`src/rtl/ptw_entry_builder.sv`:
```
// Purpose: turns a PTW Sv32 leaf response plus a PMA lookup into a packed TLB entry; optional PMA timeout via PTW_ENTRY_BUILDER_TIMEOUT_EN.
// Latency: PMA request 1 cycle after accept, entry valid 1 cycle after the PMA response (3-cycle minimum request spacing).
// Backpressure: one entry in flight; req_ready only in IDLE, entry held frozen in OUT until io_y_ready.
module ptw_entry_builder #(
    parameter int PMA_TIMEOUT = 15
) (
    input  logic        clock,
    input  logic        reset,
    input  logic        io_req_valid,
    output logic        io_req_ready,
    input  logic [31:0] io_req_pte,
    input  logic        io_req_level,
    input  logic [19:0] io_req_vpn,
    input  logic        io_req_ae,
    output logic        io_pma_req_valid,
    output logic [31:0] io_pma_req_addr,
    input  logic        io_pma_resp_valid,
    input  logic        io_pma_resp_hit,
    input  logic        io_pma_resp_r,
    input  logic        io_pma_resp_w,
    input  logic        io_pma_resp_x,
    input  logic        io_pma_resp_pp,
    input  logic        io_pma_resp_al,
    input  logic        io_pma_resp_aa,
    input  logic        io_pma_resp_eff,
    input  logic        io_pma_resp_c,
    output logic        io_y_valid,
    input  logic        io_y_ready,
    output logic [19:0] io_y_ppn,
    output logic        io_y_u,
    output logic        io_y_ae,
    output logic        io_y_sw,
    output logic        io_y_sx,
    output logic        io_y_sr,
    output logic        io_y_pw,
    output logic        io_y_px,
    output logic        io_y_pr,
    output logic        io_y_ppp,
    output logic        io_y_pal,
    output logic        io_y_paa,
    output logic        io_y_eff,
    output logic        io_y_c
);

    typedef enum logic [1:0] {
        S_IDLE     = 2'd0,
        S_PMA_WAIT = 2'd1,
        S_OUT      = 2'd2
    } state_t;

    localparam logic [8:0] TIMEOUT_LIM = 9'(PMA_TIMEOUT);

    state_t      state_q, state_d;
    logic        ae0_q;
    logic        accept, pma_done, pma_expired;

    logic [21:0] pteppn;
    logic [19:0] ppn_calc;
    logic        pte_v, pte_r, pte_w, pte_x, pte_a, pte_d;
    logic        bad, ae0_calc, ae_resp;

`ifdef PTW_ENTRY_BUILDER_TIMEOUT_EN
    logic [7:0]  wait_cnt_q;
    logic        unused_bits;
    assign unused_bits = ^{io_req_vpn[19:10], io_req_pte[9:8], io_req_pte[5]};
`else
    logic        unused_bits;
    assign unused_bits = ^{io_req_vpn[19:10], io_req_pte[9:8], io_req_pte[5], TIMEOUT_LIM};
`endif

    // Leaf decode; megapages take the low ppn bits from the vpn.
    always_comb begin
        pteppn   = io_req_pte[31:10];
        pte_v    = io_req_pte[0];
        pte_r    = io_req_pte[1];
        pte_w    = io_req_pte[2];
        pte_x    = io_req_pte[3];
        pte_a    = io_req_pte[6];
        pte_d    = io_req_pte[7];
        ppn_calc = io_req_level ? {pteppn[19:10], io_req_vpn[9:0]} : pteppn[19:0];
        ae0_calc = io_req_ae | (pteppn[21:20] != 2'b00);
        bad      = ~pte_v | (pte_w & ~pte_r) | (io_req_level & (pteppn[9:0] != 10'd0));
        ae_resp  = ae0_q | ~io_pma_resp_hit;
    end

    always_comb begin
        state_d     = state_q;
        accept      = 1'b0;
        pma_done    = 1'b0;
        pma_expired = 1'b0;
        case (state_q)
            S_IDLE: begin
                if (io_req_valid) begin
                    accept  = 1'b1;
                    state_d = S_PMA_WAIT;
                end
            end
            S_PMA_WAIT: begin
                if (io_pma_resp_valid) begin
                    pma_done = 1'b1;
                    state_d  = S_OUT;
                end
`ifdef PTW_ENTRY_BUILDER_TIMEOUT_EN
                else if (({1'b0, wait_cnt_q} + 9'd1) == TIMEOUT_LIM) begin
                    pma_expired = 1'b1;
                    state_d     = S_OUT;
                end
`endif
            end
            S_OUT: begin
                if (io_y_ready) begin
                    state_d = S_IDLE;
                end
            end
            default: state_d = S_IDLE;
        endcase
    end

    assign io_req_ready     = (state_q == S_IDLE);
    assign io_pma_req_valid = (state_q == S_PMA_WAIT);
    assign io_y_valid       = (state_q == S_OUT);

    always_ff @(posedge clock) begin
        if (reset) begin
            state_q         <= S_IDLE;
            ae0_q           <= 1'b0;
            io_pma_req_addr <= '0;
            io_y_ppn        <= '0;
            io_y_u          <= 1'b0;
            io_y_ae         <= 1'b0;
            io_y_sw         <= 1'b0;
            io_y_sx         <= 1'b0;
            io_y_sr         <= 1'b0;
            io_y_pw         <= 1'b0;
            io_y_px         <= 1'b0;
            io_y_pr         <= 1'b0;
            io_y_ppp        <= 1'b0;
            io_y_pal        <= 1'b0;
            io_y_paa        <= 1'b0;
            io_y_eff        <= 1'b0;
            io_y_c          <= 1'b0;
`ifdef PTW_ENTRY_BUILDER_TIMEOUT_EN
            wait_cnt_q      <= '0;
`endif
        end else begin
            state_q <= state_d;
            // Translation-side fields are final at accept; PMA-side fields land later.
            if (accept) begin
                ae0_q           <= ae0_calc;
                io_pma_req_addr <= {ppn_calc, 12'h000};
                io_y_ppn        <= ppn_calc;
                io_y_u          <= io_req_pte[4];
                io_y_sr         <= pte_r & pte_a & ~bad;
                io_y_sw         <= pte_w & pte_a & pte_d & ~bad;
                io_y_sx         <= pte_x & pte_a & ~bad;
            end
            if (pma_done) begin
                io_y_ae  <= ae_resp;
                io_y_pr  <= io_pma_resp_r & ~ae_resp;
                io_y_pw  <= io_pma_resp_w & ~ae_resp;
                io_y_px  <= io_pma_resp_x & ~ae_resp;
                io_y_ppp <= io_pma_resp_pp & io_pma_resp_hit;
                io_y_pal <= io_pma_resp_al & io_pma_resp_hit;
                io_y_paa <= io_pma_resp_aa & io_pma_resp_hit;
                io_y_eff <= io_pma_resp_eff & io_pma_resp_hit;
                io_y_c   <= io_pma_resp_c & io_pma_resp_hit;
            end
            if (pma_expired) begin
                io_y_ae  <= 1'b1;
                io_y_pr  <= 1'b0;
                io_y_pw  <= 1'b0;
                io_y_px  <= 1'b0;
                io_y_ppp <= 1'b0;
                io_y_pal <= 1'b0;
                io_y_paa <= 1'b0;
                io_y_eff <= 1'b0;
                io_y_c   <= 1'b0;
            end
`ifdef PTW_ENTRY_BUILDER_TIMEOUT_EN
            if (accept) begin
                wait_cnt_q <= '0;
            end else if ((state_q == S_PMA_WAIT) && !io_pma_resp_valid) begin
                wait_cnt_q <= wait_cnt_q + 8'd1;
            end
`endif
        end
    end

endmodule

```
`config.mk`:
```
export PLATFORM = sky130hd
export DESIGN_NAME = ptw_entry_builder
export DESIGN_NICKNAME = d
export VERILOG_FILES = /design/src/rtl/ptw_entry_builder.sv
export SDC_FILE = /design/constraint.sdc
export NUM_CORES = 1
export LEC_CHECK = 0
export CAP_MARGIN = 40
export CORE_ASPECT_RATIO = 1.25
export CORE_MARGIN = 4
export CORE_UTILIZATION = 36
export DETAILED_ROUTE_END_ITERATION = 8
export PLACE_DENSITY = 0.95
export SLEW_MARGIN = 0
export SYNTH_ARGS = -nofsm -noshare
export SYNTH_HDL_FRONTEND = slang
export SYNTH_SLANG_ARGS = --single-unit
export TNS_END_PERCENT = 10
```
`constraint.sdc`:
```
create_clock -name clock -period 2.1 [get_ports clock]
set_input_delay 0.315 -clock clock [delete_from_list [all_inputs] [get_ports clock]]
set_output_delay 0.315 -clock clock [all_outputs]
set_load 0.02 [all_outputs]
```
# Word level (Yosys, flattened, before mapping)

Cells that the tools add are included.

Shift-type cells: 0
Muxes and demuxes: 9
Bitwise operators: 26
Reduce and logical (&&, ||, !) cells: 4
$lt $le $gt $ge: 0
$add $sub $neg: 0
Multipliers: 0
Equality and inequality tests: 5
Divide/modulo/power cells: 0

Operator list:

| operator                                                        | number |
|---|---|
| 1-bit bitwise AND                                               | 17 |
| 10-bit 2-to-1 mux                                               | 1 |
| 10-bit nonzero test                                             | 1 |
| 2-bit 2-to-1 mux                                                | 3 |
| 2-bit one-hot mux with 3 select lines                           | 1 |
| 1-bit NOT                                                       | 5 |
| 1-bit 2-to-1 mux                                                | 4 |
| 2-bit by 1-bit != test with 1-bit output, second input constant | 2 |
| 1-bit bitwise OR                                                | 4 |
| 3-bit AND reduction                                             | 1 |
| 2-bit by 1-bit == test with 1-bit output, second input constant | 1 |
| 2-bit == test, second input constant                            | 1 |
| 2-bit zero test                                                 | 1 |
| 2-bit != test, second input constant                            | 1 |
| 2-bit nonzero test                                              | 1 |

Output and inout port bits: 68
Bits in read-only memories: 0
Bits of input ports: 68
Flip-flop bits (word level): 36
Latch bits: 0
Memories: 0
RAM bits: 0
Logic and storage cells: 60

# Depth between registers and ports, before layout

Gate-level depths: netlist (run 1).

Depth after elaboration: 6
Gate-level depth with buffers: 5
Mapped depth without buffers: 3

# Worst setup path before layout (run 1)

OpenSTA, ideal clock, no wires.

Path type: register to register
From: register state_q[0]
To: register io_y_ppn[10]
Stages on the path, launching flop included: 6
Path slack: 795 ps
Arrival time: 1173 ps
Clock period less this slack: 1305 ps
Setup time: 132 ps
Path buffers: 2
Data required time: 1968 ps
Cell sequence: dfxtp_1 -> buf_6 -> or3b_2 -> buf_4 -> nand2_1 -> a21oi_1

Longest elaborated chain between the ends: 2

Ends and longest elaborated chain:

| what                   | line | source |
|---|---|---|
| from (decl)            | 53   | `state_t state_q, state_d;` |
| from (signal assigned) | 146  | `state_q <= state_d;` |
| 2-bit zero test        | 91   | `case (state_q)` |
| 1-bit 2-to-1 mux       | 91   |  |
| to (signal assigned)   | 151  | `io_y_ppn <= ppn_calc;` |
| to (decl)              | 29   | `output logic [19:0] io_y_ppn,` |

Every way passes these cells.
A chain may end at the register's enable or synchronous reset.

# Worst setup path after layout (run 1)

From: register state_q[1]
To: output io_y_valid

Longest elaborated chain between the ends: 1

Ends and longest elaborated chain:

| what          | line | source |
|---|---|---|
| 2-bit == test | 121  | `assign io_y_valid = (state_q == S_OUT);` |
| to (decl)     | 27   | `output logic io_y_valid,` |

Every way passes these cells.

==> results of run 1 <==
## cells in the mapped netlist, drive strengths merged
cell	number
a211oi	11
a21oi	20
a31oi	1
and2	1
and3b	2
buf	39
clkbuf	4
conb	1
dfxtp	36
inv	2
mux2i	11
nand2	30
nand2b	2
nand3	9
nand3b	1
nand4	2
nor2	15
nor2b	3
nor3	2
nor3b	1
nor4	3
o2bb2ai	3
or3b	1
## worst min-delay path, cell delays in order (launching register included)
cell	delay [ns]
dfxtp_1	0.31
nand2_1	0.05
a21oi_1	0.05
## path summary, 6_finish.rpt
kind,startpoint,end,slack [ns],depth (start not counted)
min reg2reg,io_y_c,io_y_c,0.45,2
max,state_q[1],io_y_valid,0.19,2
min,io_y_c,io_y_c,0.45,2
max reg2reg,state_q[0],ae0_q,0.67,3
## where the power goes
part	internal (mW)	switching, mW
Clock	0.352	0.237
Combinational	0.262	0.241
Sequential	0.724	0.0328
## sequential cells by signal, indices dropped and copies added, names as in the netlist
signal    cells
io_y_paa      1
io_y_c        1
io_y_sw       1
io_y_pr       1
io_y_pw       1
io_y_u        1
io_y_px       1
io_y_ppp      1
io_y_ppn     20
io_y_sx       1
io_y_eff      1
ae0_q         1
io_y_pal      1
io_y_ae       1
state_q       2
io_y_sr       1
## final cells by class
| class | count | area [sq um] |
|---|---|---|
| clock inverter | 2 | 35.0 |
| clock buffer | 6 | 72.6 |
| multi-input combinational | 130 | 741 |
| inverter | 2 | 7.51 |
| sequential | 36 | 721 |
| timing repair buffer | 115 | 1150 |
| tap | 60 | 75.1 |
| fill | 421 | 1890 |
## through the flow
stage,utilization [%],power [mW],cells
after floorplan,-,1.06,211
after global placement,57.4,1.26,343
after detailed placement,57.4,1.28,343
after CTS,59.7,1.87,351
after global routing,59.7,1.94,351
final,59.7,1.85,351
## metal layers
| layer | share of wire, % | vias to the layer above | GRT usage, % |
|---|---|---|---|
| met5 | 0 | - | 0 |
| met4 | 1.6 | 0 | 5.57 |
| met3 | 8.1 | 8 | 4.81 |
| met2 | 53 | 86 | 30.6 |
| met1 | 38 | 759 | 17.6 |
| li1 | - | 815 | - |
## cell families (layout without fill, tap and decap cells)
| kind of cell | Yosys count | in the layout | share of synthesized area (%) |
|---|---|---|---|
| other | 1 | 12 | 0.216 |
| buffers and inverters | 45 | 125 | 18.2 |
| multiplexers | 11 | 11 | 6.34 |
| flip-flops | 36 | 36 | 41.5 |
| AND/OR/NAND/NOR | 72 | 72 | 19.9 |
| AO/OA/AOI/OAI | 35 | 35 | 13.8 |
==> impl_metrics.yaml, run 1 <==
outcome:
  status: "complete, no violations"
cts:
  cts_tree: "yes"
  post_cts_buffers: 0
  clock_path_buffers: 2
  numCtsBuffers: 5
  cts_sinks: 36
  clkTransAtPathRegs_ns: 0.07
  clk_latency_ns: 0.28
  root_buffer: "clkbuf_8"
  htreeDepth: 2
  post_cts_resized: 0
  holdBufCountCts: 0
global_route:
  antenna_found_initial: 0
  grt_pass1_wl_um: 7910
  grt_max_degree: 37
  grt_pass1_vias: 1626
  gr-usage-all-layers_pct: 16.5
  grt_overflow: 0
critical_path:
  worst_ep_required_time_ns: 1.78
  arrival_ns: 1.59
  path_class: "reg -> out"
  startpoint_type: "flop"
  cp_slowest_cell: "clkdlybuf4s50_1"
  cpPeakStageDelay_ns: 0.62
  worst-path-max-fanout: 8
  cp.buffers_inverters: 1
  cp_top_family: "buffers and inverters"
  crit_chain: "nor2b_1 > clkdlybuf4s50_1"
  end_kind: "output port"
placed_design:
  post-place-ws_ns: 0.290
  dpl.hpwl_um: 4110
  placed_area_sq_um: 2700
  routabilityCongestion: 0.818
  portBuffers: 110
drt:
  routed_wl_um: 5080
  antenna_left: 0
  drc_errors: 0
  wire_per_inst_um: 14.5
  vias_per_cell: 4.75
  drtIter0Drc: 69
  vias: 1668
  drt_pass1_iterations: 4
sta:
  setup_total_negative_slack_ns: 0
  fin_ws_ns: 0.191
  finClkSkew_ns: 0.00539
  setup_violations: 0
  whs_ns: 0.453
  finalHoldViolations: 0
  fin_crit_ns: 1.91
  clock.fmax_mhz: 524
  grt_setup_unrepaired: "no"
  maxSlewViolCount: 0
  period_share_pct: 90.9
logic_synthesis:
  ys_seq_area_share_pct: 41.5
  syn_inst: 200
  synthesis.area_sq_um: 1740
  ys_types: 26
  ys_ff_latch: 36
  yosys_warnings: 0
  synth_area_leaders: "dfxtp_1 (42%), buf_4 (15%), nand2_1 (6.5%), mux2i_1 (6.3%), a21oi_1 (5.8%)"
  synth_largest_area_cell: "dfxtp_1"
  synth_top_cell_area_share_pct: 41.5
  avgSynthCellArea_sq_um: 8.68
floorplan:
  dieArea_sq_um: 6000
  die_h_um: 85.6
  fp.dieW_um: 70.1
  ios: 136
  start_util_pct: 37.0
  rows: 28
  core_sq_um: 4690
finish:
  diodes: 0
  final_common_cell: "clkdlybuf4s50_1"
  final_cell_area_sq_um: 2800
  drive_gt1_share_pct: 6.53
  final_cell_mix: "clkdlybuf4s50_1 (110), dfxtp_1 (36), nand2_1 (30)"
  area_growth_pct: 61.5
  nets: 358
power:
  ir_worst_vdd_mv: 0.477
  cellLeakagePower_nw: 1.05
  power_density_nw_per_um2: 660
min_path:
  hold_path.class: "reg -> reg"
flow_run:
  max-cap-violations: 0
No activity file was read; power rests on OpenSTA's default activity.
==> run 2, diff against run 1 <==
--- a/config.mk
+++ b/config.mk
@@ -9,7 +9,9 @@
 export CORE_ASPECT_RATIO = 1.25
 export CORE_MARGIN = 4
 export CORE_UTILIZATION = 36
+export CTS_CLUSTER_DIAMETER = 60
 export DETAILED_ROUTE_END_ITERATION = 8
+export MAX_ROUTING_LAYER = met4
 export PLACE_DENSITY = 0.95
 export SLEW_MARGIN = 0
 export SYNTH_ARGS = -nofsm -noshare
==> impl_metrics.yaml, run 2 (synthesis gave the netlist of run 1 again) <==
cts:
  holdBufCountCts: 0
  clk_latency_ns: 0.28
  clkTransAtPathRegs_ns: 0.07
  numCtsBuffers: 5
  htreeDepth: 2
  cts_tree: "yes"
  clock_path_buffers: 2
  root_buffer: "clkbuf_8"
  post_cts_buffers: 0
  cts_sinks: 36
  post_cts_resized: 0
sta:
  period_share_pct: 90.9
  clock.fmax_mhz: 524
  grt_setup_unrepaired: "no"
  finalHoldViolations: 0
  fin_crit_ns: 1.91
  maxSlewViolCount: 0
  setup_total_negative_slack_ns: 0
  finClkSkew_ns: 0.00527
  fin_ws_ns: 0.192
  setup_violations: 0
drt:
  drt_pass1_iterations: 4
  wire_per_inst_um: 14.5
  antenna_left: 0
  drtIter0Drc: 74
  drc_errors: 0
  routed_wl_um: 5100
  vias: 1672
  vias_per_cell: 4.76
power:
  total_power_mw: 1.85
  ir_worst_vdd_mv: 0.476
  power_density_nw_per_um2: 659
  cellLeakagePower_nw: 1.05
placed_design:
  portBuffers: 110
  routabilityCongestion: 0.830
  dpl.hpwl_um: 4110
  dp.cells: 343
  post-place-ws_ns: 0.290
floorplan:
  start_util_pct: 37.0
  ios: 136
  rows: 28
  dieArea_sq_um: 6000
  die_h_um: 85.6
  core_sq_um: 4690
  fp.dieW_um: 70.1
finish:
  final_common_cell: "clkdlybuf4s50_1"
  reg.largest.list: "io_y_ppn x20, state_q x2"
  top_register: "io_y_ppn"
  largest_reg_flops: 20
  diodes: 0
  utilization_pct: 59.7
  area_growth_pct: 61.5
  final_cell_mix: "clkdlybuf4s50_1 (110), dfxtp_1 (36), nand2_1 (30)"
  stdcell_count: 351
  nets: 358
  drive_gt1_share_pct: 6.53
global_route:
  gr-usage-all-layers_pct: 16.9
  grt_max_degree: 37
  grt_pass1_wl_um: 7910
  grt_pass1_vias: 1628
  antenna_found_initial: 0
  grt_overflow: 0
critical_path:
  startpoint_type: "flop"
  path_class: "reg -> out"
  end_kind: "output port"
  worst-path-max-fanout: 8
  arrival_ns: 1.59
  worst_ep_required_time_ns: 1.78
outcome:
  status: "complete, no violations"
flow_run:
  max-cap-violations: 0
min_path:
  hold_path.class: "reg -> reg"
-- run 2: cell counts in the layout (fill, tap and decap cells not counted) --
No cell type changed its count.
-- run 2: critical path, stage by stage, from the launching register on --
cell and delay [ns]:
dfxtp_1 0.49, nor2b_1 0.21, clkdlybuf4s50_1 0.62
-- run 2: through the flow --
step	area, sq um	hold slack, ns
after floorplan	1780	0.451
after global placement	2700	0.438
after detailed placement	2700	0.449
after CTS	2800	0.457
after global routing	2800	0.473
final	2800	0.454
-- run 2: power by group --
group          switching (mW)  internal, mW  total (mW)
clock network           0.235         0.352       0.588
logic                   0.241         0.262       0.503
registers              0.0328         0.724       0.756
total                   0.510          1.34        1.85
-- run 2: area by class of cell --
type	instances	area, sq um
Timing Repair Buffer	115	1150
Inverter	2	7.51
Fill cell	421	1890
Sequential cell	36	721
Tap cell	60	75.1
Clock buffer	6	72.6
Multi-Input combinational cell	130	741
Clock inverter	2	35.0
-- run 2: final timing paths --
kind / end / startpoint / cells past startpoint / slack (ns)
worst min register to register: io_y_c / io_y_c / 2 / 0.45
worst max-delay path: io_y_valid / state_q[1] / 2 / 0.19
worst max register to register: ae0_q / state_q[0] / 3 / 0.67
worst min-delay path: io_y_c / io_y_c / 2 / 0.45
-- run 2: metal layers --
| metal | track usage (%) | wire (um) | vias up |
|---|---|---|---|
| li1 | - | - | 815 |
| met1 | 18.1 | 1970 | 761 |
| met2 | 30.7 | 2680 | 88 |
| met3 | 3.87 | 364 | 8 |
| met4 | 5.57 | 82 | 0 |
| met5 | - | 0 | - |
==> run 3, diff against run 2 <==
--- a/config.mk
+++ b/config.mk
@@ -13,6 +13,7 @@
 export DETAILED_ROUTE_END_ITERATION = 8
 export MAX_ROUTING_LAYER = met4
 export PLACE_DENSITY = 0.95
+export SKIP_CTS_REPAIR_TIMING = 1
 export SLEW_MARGIN = 0
 export SYNTH_ARGS = -nofsm -noshare
 export SYNTH_HDL_FRONTEND = slang
==> results of run 3 <==
Final layout, timing and power as in run 2 (identical DEF).
